==> config.mk <==
export PLATFORM = sky130hd
export DESIGN_NAME = inst_fetch_queue
export DESIGN_NICKNAME = d
export VERILOG_FILES = /design/src/rtl/inst_fetch_queue.sv
export SDC_FILE = /design/constraint.sdc
export NUM_CORES = 1
export LEC_CHECK = 0
export BUFFER_PORTS_ARGS = -buffer_cell sky130_fd_sc_hd__buf_2
export CORE_UTILIZATION = 50
export CTS_CLUSTER_DIAMETER = 80
export DETAILED_ROUTE_END_ITERATION = 10
export PLACE_DENSITY = 0.73
export SYNTH_ARGS = -nofsm -noshare
export SYNTH_HDL_FRONTEND = slang
export SYNTH_SLANG_ARGS = --single-unit
export TNS_END_PERCENT = 30
==> constraint.sdc <==
create_clock -name clk -period 2.75 [get_ports clk]
set_clock_uncertainty 0.1 [all_clocks]
set_input_delay 0.275 -clock clk [delete_from_list [all_inputs] [get_ports clk]]
set_output_delay 0.275 -clock clk [all_outputs]
set_load 0.1 [all_outputs]
==> src/rtl/inst_fetch_queue.sv <==
// -----------------------------------------------------------------------------
// inst_fetch_queue
//
// Instruction fetch stage with a DEPTH-entry instruction FIFO in front of
// decode. It owns the fetch PC, issues sequential word-address reads with up
// to MAX_OUT requests in flight, and handles branch/exception redirects by
// flushing the FIFO and discarding responses to requests that were issued
// before the redirect.
//
// Optional feature (compile-time macro FETCH_BYPASS_EN):
//   defined   - when the FIFO is empty and nothing is being dropped, a memory
//               response is presented to decode in the same cycle it arrives.
//   undefined - every response goes through the FIFO; there is no
//               combinational path from mem_dataQ to out_inst.
//
// Ports:
//   clk            clock
//   rst            synchronous reset, active-low
//   stall          decode not accepting; head entry is held
//   redirect_valid branch/exception redirect
//   redirect_pc    new fetch PC
//   mem_addr       request word address
//   mem_read       request valid
//   mem_gnt        request accepted this cycle (while mem_read=1)
//   mem_ready      response valid (in order, at most one per cycle)
//   mem_dataQ      response data
//   out_valid      head entry valid to decode
//   out_pc         PC of head instruction
//   out_inst       head instruction
//   stop_o         no valid output while a live request is outstanding
// -----------------------------------------------------------------------------
module inst_fetch_queue #(
   parameter int                PC_W     = 30,
   parameter int                INST_W   = 32,
   parameter int                DEPTH    = 4,
   parameter int                MAX_OUT  = 2,
   parameter logic [PC_W-1:0]   RESET_PC = '0
) (
   input  logic              clk,
   input  logic              rst,
   input  logic              stall,
   input  logic              redirect_valid,
   input  logic [PC_W-1:0]   redirect_pc,
   output logic [PC_W-1:0]   mem_addr,
   output logic              mem_read,
   input  logic              mem_gnt,
   input  logic              mem_ready,
   input  logic [INST_W-1:0] mem_dataQ,
   output logic              out_valid,
   output logic [PC_W-1:0]   out_pc,
   output logic [INST_W-1:0] out_inst,
   output logic              stop_o
);

   localparam int PTR_W = $clog2(DEPTH);
   localparam int OCC_W = PTR_W + 1;
   localparam int OUT_W = $clog2(MAX_OUT) + 1;

   logic [PC_W-1:0]   fetch_pc_q, fetch_pc_d;
   logic [PC_W-1:0]   resp_pc_q, resp_pc_d;
   logic [OCC_W-1:0]  occ_q, occ_d;
   logic [OUT_W-1:0]  outst_q, outst_d;
   logic [OUT_W-1:0]  drop_q, drop_d;
   logic [PTR_W-1:0]  wr_ptr_q, wr_ptr_d;
   logic [PTR_W-1:0]  rd_ptr_q, rd_ptr_d;

   logic [PC_W-1:0]   pc_mem_q   [DEPTH];
   logic [INST_W-1:0] inst_mem_q [DEPTH];

   logic issue_ok;
   logic issue;
   logic acc_resp;
   logic fifo_v;
   logic push;
   logic pop_fifo;

   // Issue decision uses registered counts only: a slot is reserved in the
   // FIFO for every outstanding request, so a response can never overflow.
   assign issue_ok = ((32'(occ_q) + 32'(outst_q)) < 32'(DEPTH)) &&
                     (32'(outst_q) < 32'(MAX_OUT));
   assign mem_read = rst && !redirect_valid && issue_ok;
   assign mem_addr = fetch_pc_q;
   assign issue    = mem_read && mem_gnt;

   // A response is kept only if it is not stale; one arriving in the redirect
   // cycle belongs to the old path and is discarded too.
   assign acc_resp = mem_ready && (drop_q == '0) && !redirect_valid;
   assign fifo_v   = (occ_q != '0);

`ifdef FETCH_BYPASS_EN
   logic byp;

   // Bypass only when the FIFO is empty so program order is preserved.
   assign byp       = acc_resp && !fifo_v;
   assign out_valid = rst && !redirect_valid && (fifo_v || byp);
   assign out_pc    = fifo_v ? pc_mem_q[rd_ptr_q]   : resp_pc_q;
   assign out_inst  = fifo_v ? inst_mem_q[rd_ptr_q] : mem_dataQ;
   assign pop_fifo  = out_valid && !stall && fifo_v;
   // A bypassed response consumed by decode never enters the FIFO.
   assign push      = acc_resp && !(byp && !stall);
`else
   assign out_valid = rst && !redirect_valid && fifo_v;
   assign out_pc    = pc_mem_q[rd_ptr_q];
   assign out_inst  = inst_mem_q[rd_ptr_q];
   assign pop_fifo  = out_valid && !stall;
   assign push      = acc_resp;
`endif

   // outst_q >= drop_q always holds, so inequality means a live request.
   assign stop_o = rst && !out_valid && (outst_q != drop_q);

   always_comb begin
      fetch_pc_d = fetch_pc_q;
      resp_pc_d  = resp_pc_q;
      occ_d      = occ_q;
      outst_d    = outst_q;
      drop_d     = drop_q;
      wr_ptr_d   = wr_ptr_q;
      rd_ptr_d   = rd_ptr_q;

      if (issue) begin
         fetch_pc_d = fetch_pc_q + PC_W'(1);
         outst_d    = outst_d + OUT_W'(1);
      end
      if (mem_ready) begin
         outst_d = outst_d - OUT_W'(1);
      end
      if (mem_ready && (drop_q != '0)) begin
         drop_d = drop_q - OUT_W'(1);
      end
      if (acc_resp) begin
         resp_pc_d = resp_pc_q + PC_W'(1);
      end
      if (push) begin
         wr_ptr_d = wr_ptr_q + PTR_W'(1);
      end
      if (pop_fifo) begin
         rd_ptr_d = rd_ptr_q + PTR_W'(1);
      end
      case ({push, pop_fifo})
         2'b10:   occ_d = occ_q + OCC_W'(1);
         2'b01:   occ_d = occ_q - OCC_W'(1);
         default: occ_d = occ_q;
      endcase

      // Redirect: flush, and mark every request still in flight after this
      // cycle as stale (cumulative with any drops already pending).
      if (redirect_valid) begin
         fetch_pc_d = redirect_pc;
         resp_pc_d  = redirect_pc;
         occ_d      = '0;
         wr_ptr_d   = '0;
         rd_ptr_d   = '0;
         drop_d     = outst_d;
      end
   end

   always_ff @(posedge clk) begin
      if (!rst) begin
         fetch_pc_q <= RESET_PC;
         resp_pc_q  <= RESET_PC;
         occ_q      <= '0;
         outst_q    <= '0;
         drop_q     <= '0;
         wr_ptr_q   <= '0;
         rd_ptr_q   <= '0;
      end else begin
         fetch_pc_q <= fetch_pc_d;
         resp_pc_q  <= resp_pc_d;
         occ_q      <= occ_d;
         outst_q    <= outst_d;
         drop_q     <= drop_d;
         wr_ptr_q   <= wr_ptr_d;
         rd_ptr_q   <= rd_ptr_d;
      end
   end

   // FIFO storage carries no reset; validity is tracked by occ_q.
   always_ff @(posedge clk) begin
      if (push) begin
         pc_mem_q[wr_ptr_q]   <= resp_pc_q;
         inst_mem_q[wr_ptr_q] <= mem_dataQ;
      end
   end

   // A response with nothing outstanding is an illegal bus input.
   a_no_spurious_resp: assert property (
      @(posedge clk) disable iff (!rst) mem_ready |-> (outst_q != '0));

endmodule

==> qor.csv, run 1 <==
stage,metric,value,unit
synthesis,syn_area,12900,um^2
synthesis,synth_top_area_share,57.7,%
floorplan,die_x,163,um
clocking,cts_setup_buffers,0,
setup_path,crit_fanout,6,
clocking,clk_pin_slew_worst_paths,60,ps
detailed_routing,wirelength,27.8,mm
floorplan,die_h,163,um
floorplan,boundaryPins,163,
global_route,grt_first_pass_wirelength,43.2,mm
timing,finalCritPeriodShare,93.7,%
floorplan,rows,58,
global_route,overflow,0,
timing,drv_slew,0,
setup_path,worstSetupPathType,reg -> out,
synthesis,ys_top_cells_by_area,"edfxtp_1, dfxtp_1, mux4_2",
placement,gp_congestion,0.871,
flow_run,max_cap_violations,0,
min_path,worstHoldPathCells,3,
finish,area_delta_synth_final,23.8,%
detailed_routing,vias,7989,
synthesis,ys_ff_latch,321,
finish,num-fill-cells,1816,
clocking,cts_root_buf,clkbuf_16,
synthesis,ys.flop_type,edfxtp_1,
global_route,grt_pass1_vias,7841,
power,power.leakage,5.56,nW
global_route,grt_antenna_before_repair,0,
detailed_routing,postRouteAntennaNets,0,
setup_path,worst_ep_arrival_time,2200,ps
clocking,cts_buffers,31,
synthesis,syn_nets,900,
synthesis,synth_edf_count,248,
timing,hold_violations,0,
setup_path,cp-end-kind,output pin,
synthesis,yosysSeqAreaShare,69.0,%
clocking,clockBufferDepth,3,
synthesis,synth.avg_cell_area,15.7,um^2
timing,grt_setup_unrepaired,false,
setup_path,ff2ff_path_depth,6,
clocking,cts_max_level,1,
synthesis,synth_cells,822,
clocking,clock_sinks,321,
global_route,grt_start_max_net_pins,63,
detailed_routing,routed_via_density,5.63,
detailed_routing,drc_errors,0,
finish,multi_input_area,3780,um^2
power,power_density,691,nW/um^2
synthesis,yosys.area.top_type,edfxtp_1,
clocking,clkLatencyLatePin,560,ps
power,ir_worst_vdd,0.480,mV
finish,fin_nets,1141,
timing,worstMarginPinSlew,576,ps
timing,layout_min_cycle_time,2580,ps
synthesis,synth_warnings,0,
finish,layout-drive-gt1-share,29.1,%
floorplan,die_area,26500,um^2
finish,seq_area,8910,um^2
detailed_routing,drt_iter0_markers,649,
timing,setup_ws,173,ps
timing,max_slew_margin,61.5,%
detailed_routing,avgRoutedWirePerCell,19.6,um
setup_path,start_kind,flop,
outcome,outcome,completed,
floorplan,start_util,51.1,%
timing,finalSetupViolCount,0,
global_route,grtUsageTotal,21.2,%
synthesis,netlist-cell-type-count,53,
clocking,cts_tree,built,
timing,clock.fmax,388,MHz
finish,final_area,16000,um^2
setup_path,required,2380,ps
placement,placed_cell_area,14300,um^2
detailed_routing,firstDrtPassIters,5,
placement,portBuffers,162,
finish,n_antenna_cell,0,
placement,dp_hpwl,17.5,mm
placement,preCtsSetupSlack,258,ps
min_path,hold_path.class,in -> reg,
synthesis,postSynth.asyncResetShare,0,%
floorplan,core_area,25300,um^2
==> flip-flops by register name, summed over array words and instances (netlist names), 3 cells and up, named ones only <==
signal / cells
resp_pc_q: 30
inst_mem_q: 128
occ_q: 3
mem_addr: 30
pc_mem_q: 120
==> placed cells by master (no fill, tap or decap), drive strengths merged, types with 27 or more instances in the layout <==
| cell type | instances |
|---|---|
| a21oi | 51 |
| nand4 | 27 |
| dfxtp | 73 |
| o21ai | 34 |
| nand2 | 49 |
| nor2 | 39 |
| clkbuf | 43 |
| edfxtp | 248 |
| dlygate4sd3 | 62 |
| mux4 | 62 |
| buf | 187 |
==> synthesized netlist by cell type, types with 3 or more instances <==
cell	count
nor3b_1	3
o211ai_1	6
buf_2	12
or3_1	6
mux2i_1	4
nand4_1	24
mux4_2	62
xnor2_1	20
and2_1	7
o21ai_0	33
ha_1	9
xor2_1	21
dfxtp_1	73
nor2_1	39
edfxtp_1	248
mux2_1	3
clkbuf_1	27
a21oi_1	51
nand3_1	24
a22oi_1	3
nand2_1	49
a211oi_1	3
or4_1	5
nor3_1	5
inv_1	16
and4_1	6
and3_1	11
a31oi_1	14
nor4_1	7
==> where the power goes <==
group	total, mW	switching (mW)	internal (mW)	leakage, nW
registers	5.50	0.134	5.36	2.86
clock network	4.37	1.77	2.60	0.528
logic	1.19	0.874	0.318	2.17
total	11.1	2.78	8.28	5.56
==> routing by layer <==
metal | track usage, % | vias to the layer above | part of all wire, % | wire length, um
met2 | 34.6 | 369 | 47 | 13100
met5 | 0 | - | 0 | 0
met4 | 4.63 | 0 | 1.3 | 356
li1 | - | 3710 | - | -
met1 | 30.2 | 3879 | 43 | 12000
met3 | 3.16 | 31 | 8.3 | 2300
==> stage by stage <==
stage	power (mW)	hold slack (ps)	utilization, %	instances	TNS (ps)
2_1_floorplan	6.42	274	-	822	-13770
3_3_place_gp	6.70	389	56.6	1298	0
3_5_place_dp	6.72	395	56.6	1298	0
4_1_cts	11.1	2.29	63.3	1418	0
5_1_grt	11.4	30.5	63.3	1418	0
6_report	11.1	38.5	63.3	1418	0
==> final cells by class <==
cell class / count / area share, %
Sequential cell: 321 / 55.7
Clock buffer: 43 / 5.44
Timing Repair Buffer: 249 / 10.9
Inverter: 17 / 0.485
Tap cell: 330 / 2.58
Multi-Input combinational cell: 443 / 23.6
Clock inverter: 15 / 1.24
==> critical path, cell delays in order, from the launching register on <==
cell	delay (ps)
dfxtp_1	440
ha_1	280
a311oi_2	380
nor3b_2	230
buf_4	310
==> repair_timing <==
item                                    CTS  global route
endpoints found under the setup margin    0             1
hold buffers                             62             0
hold endpoints to repair                185             0
gates resized for setup                   0             2
==> final timing paths <==
path / startpoint / to / slack (ps)
max: outst_q[1] / mem_read / 170
min: redirect_pc[10] / mem_addr[10] / 40
max reg2reg: outst_q[1] / mem_addr[13] / 240
min reg2reg: wr_ptr_q[1] / wr_ptr_q[1] / 400
==> logic make-up after synthesis <==
| family | count (synthesis) | synth area share [%] |
|---|---|---|
| xor gates and xnor gates | 41 | 2.78 |
| adders and majority gates | 10 | 1.03 |
| DFF | 321 | 69.0 |
| muxes | 69 | 11.4 |
| and+or+nand+nor | 198 | 8.23 |
| AOI/OAI and AO/OA | 125 | 5.68 |
| buffers and inverters | 58 | 1.94 |
(Power assumes the default switching activity.)
==> inputs of run 2 (changes only) <==
Settings changed: CTS_BUF_LIST from default to sky130_fd_sc_hd__clkbuf_4 sky130_fd_sc_hd__clkbuf_8.
==> run 2 against run 1 <==
Effect of this change:
- wire length increased by 0.61%
- first-iteration DRC count decreased by 11%
- global-route usage increased by 0.20 points
- combinational power about the same
- via count increased by 1.0%
- sequential share of layout area increased by 0.39 points
- count of clock-buffer cells in the layout increased by 26
- critical path type unchanged
- critical endpoint unchanged
- largest power group unchanged
==> qor.csv, run 2 (synthesis results as in run 1) <==
stage,metric,value,unit
power,pwr-share-clk,35.7,%
setup_path,critPathTopFamily,flip-flops,
detailed_routing,drc_errors,0,
finish,largest_reg_flops,128,
power,internal-power,7.68,mW
finish,multi_input_area,3790,um^2
floorplan,core_area,25300,um^2
detailed_routing,routed_via_density,5.57,
placement,placed_cell_area,14300,um^2
finish,layout-drive-gt1-share,30.5,%
global_route,grt_first_pass_wirelength,43.2,mm
finish,layout_common_cells,"edfxtp_1, buf_2, dfxtp_1",
global_route,grtUsageTotal,21.4,%
placement,gp_congestion,0.871,
clocking,cts_buffers,49,
power,power,10.4,mW
timing,max_slew_margin,62.5,%
clocking,clock_sinks,321,
floorplan,die_x,163,um
power,power.leakage,5.53,nW
floorplan,die_area,26500,um^2
finish,top_register,inst_mem_q,
setup_path,cp-end-kind,output pin,
timing,finalCritPeriodShare,93.4,%
setup_path,worst_ep_arrival_time,2190,ps
timing,layout_min_cycle_time,2570,ps
detailed_routing,postRouteAntennaNets,0,
finish,n_antenna_cell,0,
finish,area_delta_synth_final,23.0,%
global_route,overflow,0,
global_route,grt_antenna_before_repair,0,
placement,portBuffers,162,
detailed_routing,avgRoutedWirePerCell,19.3,um
timing,hold_violations,0,
finish,final_area,15900,um^2
power,p_seq_share,52.8,%
detailed_routing,vias,8071,
setup_path,cp_slowest_cell,dfxtp_1,
finish,seq_area,8910,um^2
clocking,clockBufferDepth,3,
detailed_routing,drt_iter0_markers,578,
timing,grt_setup_unrepaired,false,
finish,reg_top3,"inst_mem_q (128), pc_mem_q (120)",
placement,dp_hpwl,17.5,mm
timing,holdWs,41.2,ps
timing,setup_tns,0,ps
clocking,clk_pin_slew_worst_paths,60,ps
timing,drv_slew,0,
outcome,outcome,completed,
finish,layout_commonest_cell,edfxtp_1,
detailed_routing,firstDrtPassIters,5,
setup_path,crit_buf_inv,1,
clocking,cts_max_level,2,
setup_path,cp_cell_sequence,ha_1 > a311oi_4 > nor3b_2 > buf_6,
setup_path,start_kind,flop,
setup_path,crit_fanout,6,
placement,placedCellCount,1298,
clocking,cts_setup_buffers,0,
flow_run,max_cap_violations,0,
finish,num-fill-cells,1859,
global_route,grt_start_max_net_pins,63,
clocking,cts_tree,built,
timing,finalSetupViolCount,0,
power,switching_power,2.75,mW
detailed_routing,wirelength,28.0,mm
floorplan,boundaryPins,163,
global_route,grt_pass1_vias,7904,
finish,final_cells,1448,
finish,fin_nets,1160,
floorplan,die_h,163,um
power,power_density,656,nW/um^2
timing,clock.fmax,389,MHz
clocking,cts_root_buf,clkbuf_8,
min_path,hold_path.class,in -> reg,
clocking,clkLatencyLatePin,560,ps
floorplan,start_util,51.1,%
floorplan,rows,58,
power,combPwrFrac,11.5,%
power,ir_worst_vdd,0.373,mV
setup_path,worstSetupPathType,reg -> out,
setup_path,crit_path_max_incr_delay,470,ps
timing,worstMarginPinSlew,560,ps
power,switching_share,26.4,%
setup_path,required,2380,ps
## run 2: changes by cell type in the layout (fill, tap and decap cells not counted), sizes merged
cell,previous run,this run
bufinv,5,1
clkinv,8,15
clkbuf,43,69
dlygate4sd3,62,63
## run 2: through the flow
stage / worst slack [ps] / utilization, %
floorplan: -219 / -
global placement: 352 / 56.6
detailed placement: 258 / 56.6
CTS: 115 / 62.8
global route: 21.3 / 62.9
finish: 180 / 62.9
## run 2: worst reg2reg max path, cell delays in order, from the launching register on
cell and delay, ps:
dfxtp_1 470, ha_1 320, a311oi_4 350, nand2_1 330, nor4_1 390, mux2_1 350, a21oi_1 130
## run 2: path summary, 6_finish.rpt
check	start	end	slack, ps	cells after the start
max	outst_q[1]	mem_read	180	4
min	stall	rd_ptr_q[0]	40	4
max reg2reg	outst_q[1]	mem_addr[13]	220	6
min reg2reg	wr_ptr_q[1]	wr_ptr_q[1]	400	2
## run 2: final cells by class
| type | count | area share [%] |
|---|---|---|
| Inverter | 17 | 0.488 |
| Multi-Input combinational cell | 443 | 23.8 |
| Clock inverter | 18 | 0.528 |
| Tap cell | 330 | 2.60 |
| Clock buffer | 69 | 5.35 |
| Sequential cell | 321 | 56.1 |
| Timing Repair Buffer | 250 | 11.1 |
## run 2: layer usage
| metal | share of wire, % | vias to the layer above | routed length [um] | GRT usage, % |
|---|---|---|---|---|
| met2 | 47 | 347 | 13200 | 34.2 |
| met4 | 1.5 | 0 | 425 | 5.86 |
| li1 | - | 3752 | - | - |
| met1 | 43 | 3937 | 12100 | 30.4 |
| met5 | 0 | - | 0 | 0 |
| met3 | 8.2 | 35 | 2300 | 3.49 |
## run 2: power by group through the flow
stage / clock network, mW / registers, mW / logic [mW]
floorplan: 0 / 5.75 / 0.678
CTS: 3.81 / 5.50 / 1.19
global route: 4.00 / 5.52 / 1.26
global placement: 0 / 5.59 / 1.11
finish: 3.73 / 5.50 / 1.20
detailed placement: 0 / 5.60 / 1.12
## run 2: timing repair
action | 4_1_cts | 5_1_grt
cloned | 0 | 0
setup endpoints to repair | 1 | 1
hold buffers | 63 | 0
endpoints found under the hold margin | 189 | 0
resized for setup | 1 | 2
==> inputs of run 3 (changes only) <==
Settings changed: ABC_AREA from default to 1, CORE_ASPECT_RATIO from default to 0.75, CORE_UTILIZATION 50 to 26, PLACE_DENSITY 0.73 to default.
==> run 3 against run 2 <==
Effect of this change:
- sequential cell count unchanged
- final area up 11%
- worst hold slack better by 18 ps
- total power up 7.7%
- critical path type unchanged
- largest power group unchanged
- synthesized cell count up 73%
==> qor.csv, run 3 <==
stage,metric,value,unit
outcome,outcome,completed,
global_route,grt_antenna_before_repair,1,
finish,final_area,17600,um^2
synthesis,synth-simple-area-share,17.6,%
placement,dp_hpwl,26.9,mm
finish,reg_top3,"inst_mem_q (128), pc_mem_q (120)",
timing,max_slew_margin,57.3,%
setup_path,worstSetupPathType,reg -> out,
detailed_routing,vias,11300,
power,combPwrFrac,12.2,%
synthesis,yosys.area.top_type,edfxtp_1,
flow_run,max_cap_violations,0,
synthesis,synth_cells,1420,
timing,finalSetupViolCount,0,
synthesis,synth_top_family_by_area,simple AND/OR/NAND/NOR gates,
clocking,cts_setup_buffers,0,
detailed_routing,firstDrtPassIters,5,
finish,largest_reg_flops,128,
floorplan,die_x,270,um
placement,portBuffers,162,
min_path,hold_path.class,in -> reg,
setup_path,crit_fanout,55,
power,internal-power,8.10,mW
synthesis,synth_top_area_share,53.3,%
floorplan,die_area,54700,um^2
floorplan,die_h,203,um
setup_path,cp_slowest_cell,dfxtp_2,
finish,layout_commonest_cell,nand2_1,
setup_path,start_kind,flop,
timing,layout_min_cycle_time,2660,ps
clocking,clockBufferDepth,3,
synthesis,yosysSeqAreaShare,63.7,%
power,switching_share,27.9,%
synthesis,syn_nets,1498,
global_route,grt_pass1_vias,10500,
synthesis,synthAdderAreaFrac,0.949,%
synthesis,netlist-cell-type-count,41,
synthesis,synthXorXnorAreaFrac,1.00,%
synthesis,synth_edf_count,248,
synthesis,ys.flop_type,edfxtp_1,
global_route,grt_start_max_net_pins,71,
global_route,overflow,0,
placement,gp_congestion,0.926,
detailed_routing,postRouteAntennaNets,0,
clocking,cts_buffers,51,
synthesis,yosysMostFrequentCell,nand2_1,
floorplan,core_area,53100,um^2
floorplan,start_util,26.3,%
timing,worstMarginPinSlew,641,ps
detailed_routing,routed_via_density,4.65,
timing,finalCritPeriodShare,96.6,%
finish,layout_common_cells,"nand2_1, edfxtp_1, nor2_1",
synthesis,ys_ff_latch,321,
setup_path,cp_cell_sequence,buf_12 > o21ai_0 > o22ai_1 > buf_2,
timing,setup_tns,0,ps
setup_path,required,2380,ps
detailed_routing,drt_iter0_markers,866,
synthesis,synth_mux_area_share,0,%
synthesis,postSynth.asyncResetShare,0,%
setup_path,cp-end-kind,output pin,
power,ir_worst_vdd,0.306,mV
clocking,cts_tree,built,
power,power.leakage,6.52,nW
finish,layout-drive-gt1-share,18.4,%
setup_path,worst_ep_arrival_time,2280,ps
power,pwr-share-clk,38.6,%
finish,fin_nets,1744,
synthesis,ys_top_cells_by_area,"edfxtp_1, dfxtp_1, nand2_1",
global_route,grtUsageTotal,14.3,%
power,power_density,636,nW/um^2
clocking,clock_sinks,321,
power,switching_power,3.13,mW
timing,grt_setup_unrepaired,false,
synthesis,synth.avg_cell_area,9.84,um^2
placement,placed_cell_area,15900,um^2
power,p_seq_share,49.2,%
timing,clock.fmax,377,MHz
timing,hold_violations,0,
clocking,cts_root_buf,clkbuf_8,
detailed_routing,wirelength,40.0,mm
finish,fin_util,33.3,%
global_route,grt_first_pass_wirelength,60.8,mm
clocking,clkLatencyLatePin,610,ps
setup_path,crit_path_max_incr_delay,490,ps
finish,area_delta_synth_final,26.3,%
detailed_routing,avgRoutedWirePerCell,16.5,um
clocking,cts_max_level,2,
synthesis,synth_common_cells,"nand2_1, nor2_1, edfxtp_1",
detailed_routing,drc_errors,0,
timing,drv_slew,0,
timing,holdWs,58.7,ps
finish,top_register,inst_mem_q,
synthesis,synth_compound_area_share,12.3,%
synthesis,synth_warnings,0,
clocking,clk_pin_slew_worst_paths,60,ps
synthesis,syn_area,14000,um^2
floorplan,boundaryPins,163,
floorplan,rows,73,
## run 3: worst max-delay path, delay by kind of cell (launching register included)
kind                   cells  cell delay [ps]
buffers and inverters      2              780
flip-flops                 1              490
AO/OA/AOI/OAI              2              380
## run 3: kinds of logic (layout without fill, tap and decap cells)
group | Yosys count | in the layout
and+or+nand+nor | 604 | 604
DFF | 321 | 321
AOI/OAI and AO/OA | 318 | 318
buffers and inverters | 151 | 440
xor gates and xnor gates | 16 | 16
adders and majority gates | 10 | 10
other | 0 | 1
## run 3: path summary, 6_finish.rpt
path / startpoint / endpoint / slack (ps) / depth (start not counted)
worst max-delay path: flop / out_inst[2] / 90 / 4
worst min-delay path: redirect_pc[23] / mem_addr[23] / 60 / 5
worst max register to register: drop_q[0] / resp_pc_q[14] / 360 / 9
worst min register to register: rd_ptr_q[1] / flop / 370 / 2
## run 3: area by class of cell
cell class | instances | area, um^2
multi-input combinational | 948 | 4490
fill | 5367 | 35400
clock buffer | 68 | 848
timing repair buffer | 254 | 1920
sequential | 321 | 8910
antenna | 1 | 2.50
inverter | 90 | 348
clock inverter | 28 | 238
tap | 712 | 891
## run 3: per-stage QoR
stage | setup WS (ps) | std cells | power [mW]
6_report | 94.3 | 2422 | 11.2
5_1_grt | 0.673 | 2421 | 11.7
4_1_cts | 0.183 | 2421 | 11.4
3_5_place_dp | 439 | 2266 | 6.91
3_3_place_gp | 390 | 2266 | 6.89
2_1_floorplan | -356 | 1420 | 6.53
## run 3: power groups by stage
stage	clock, mW	combinational [mW]	sequential [mW]
floorplan	0	0.757	5.77
global placement	0	1.28	5.61
detailed placement	0	1.29	5.62
CTS	4.48	1.37	5.52
global route	4.68	1.46	5.53
finish	4.33	1.38	5.52
## run 3: repair_timing
action	CTS	global route
hold buffers	59	0
resized for setup	29	14
endpoints found under the hold margin	175	0
setup endpoints to repair	49	28
## run 3: per-layer routing
layer	wire length (um)	share of wire [%]	up-vias	GRT usage, %
li1	-	-	5397	-
met1	19400	49	5380	20.9
met2	16800	42	436	21.3
met3	3110	7.8	56	3.25
met4	655	1.6	0	3.67
met5	0	0	-	0
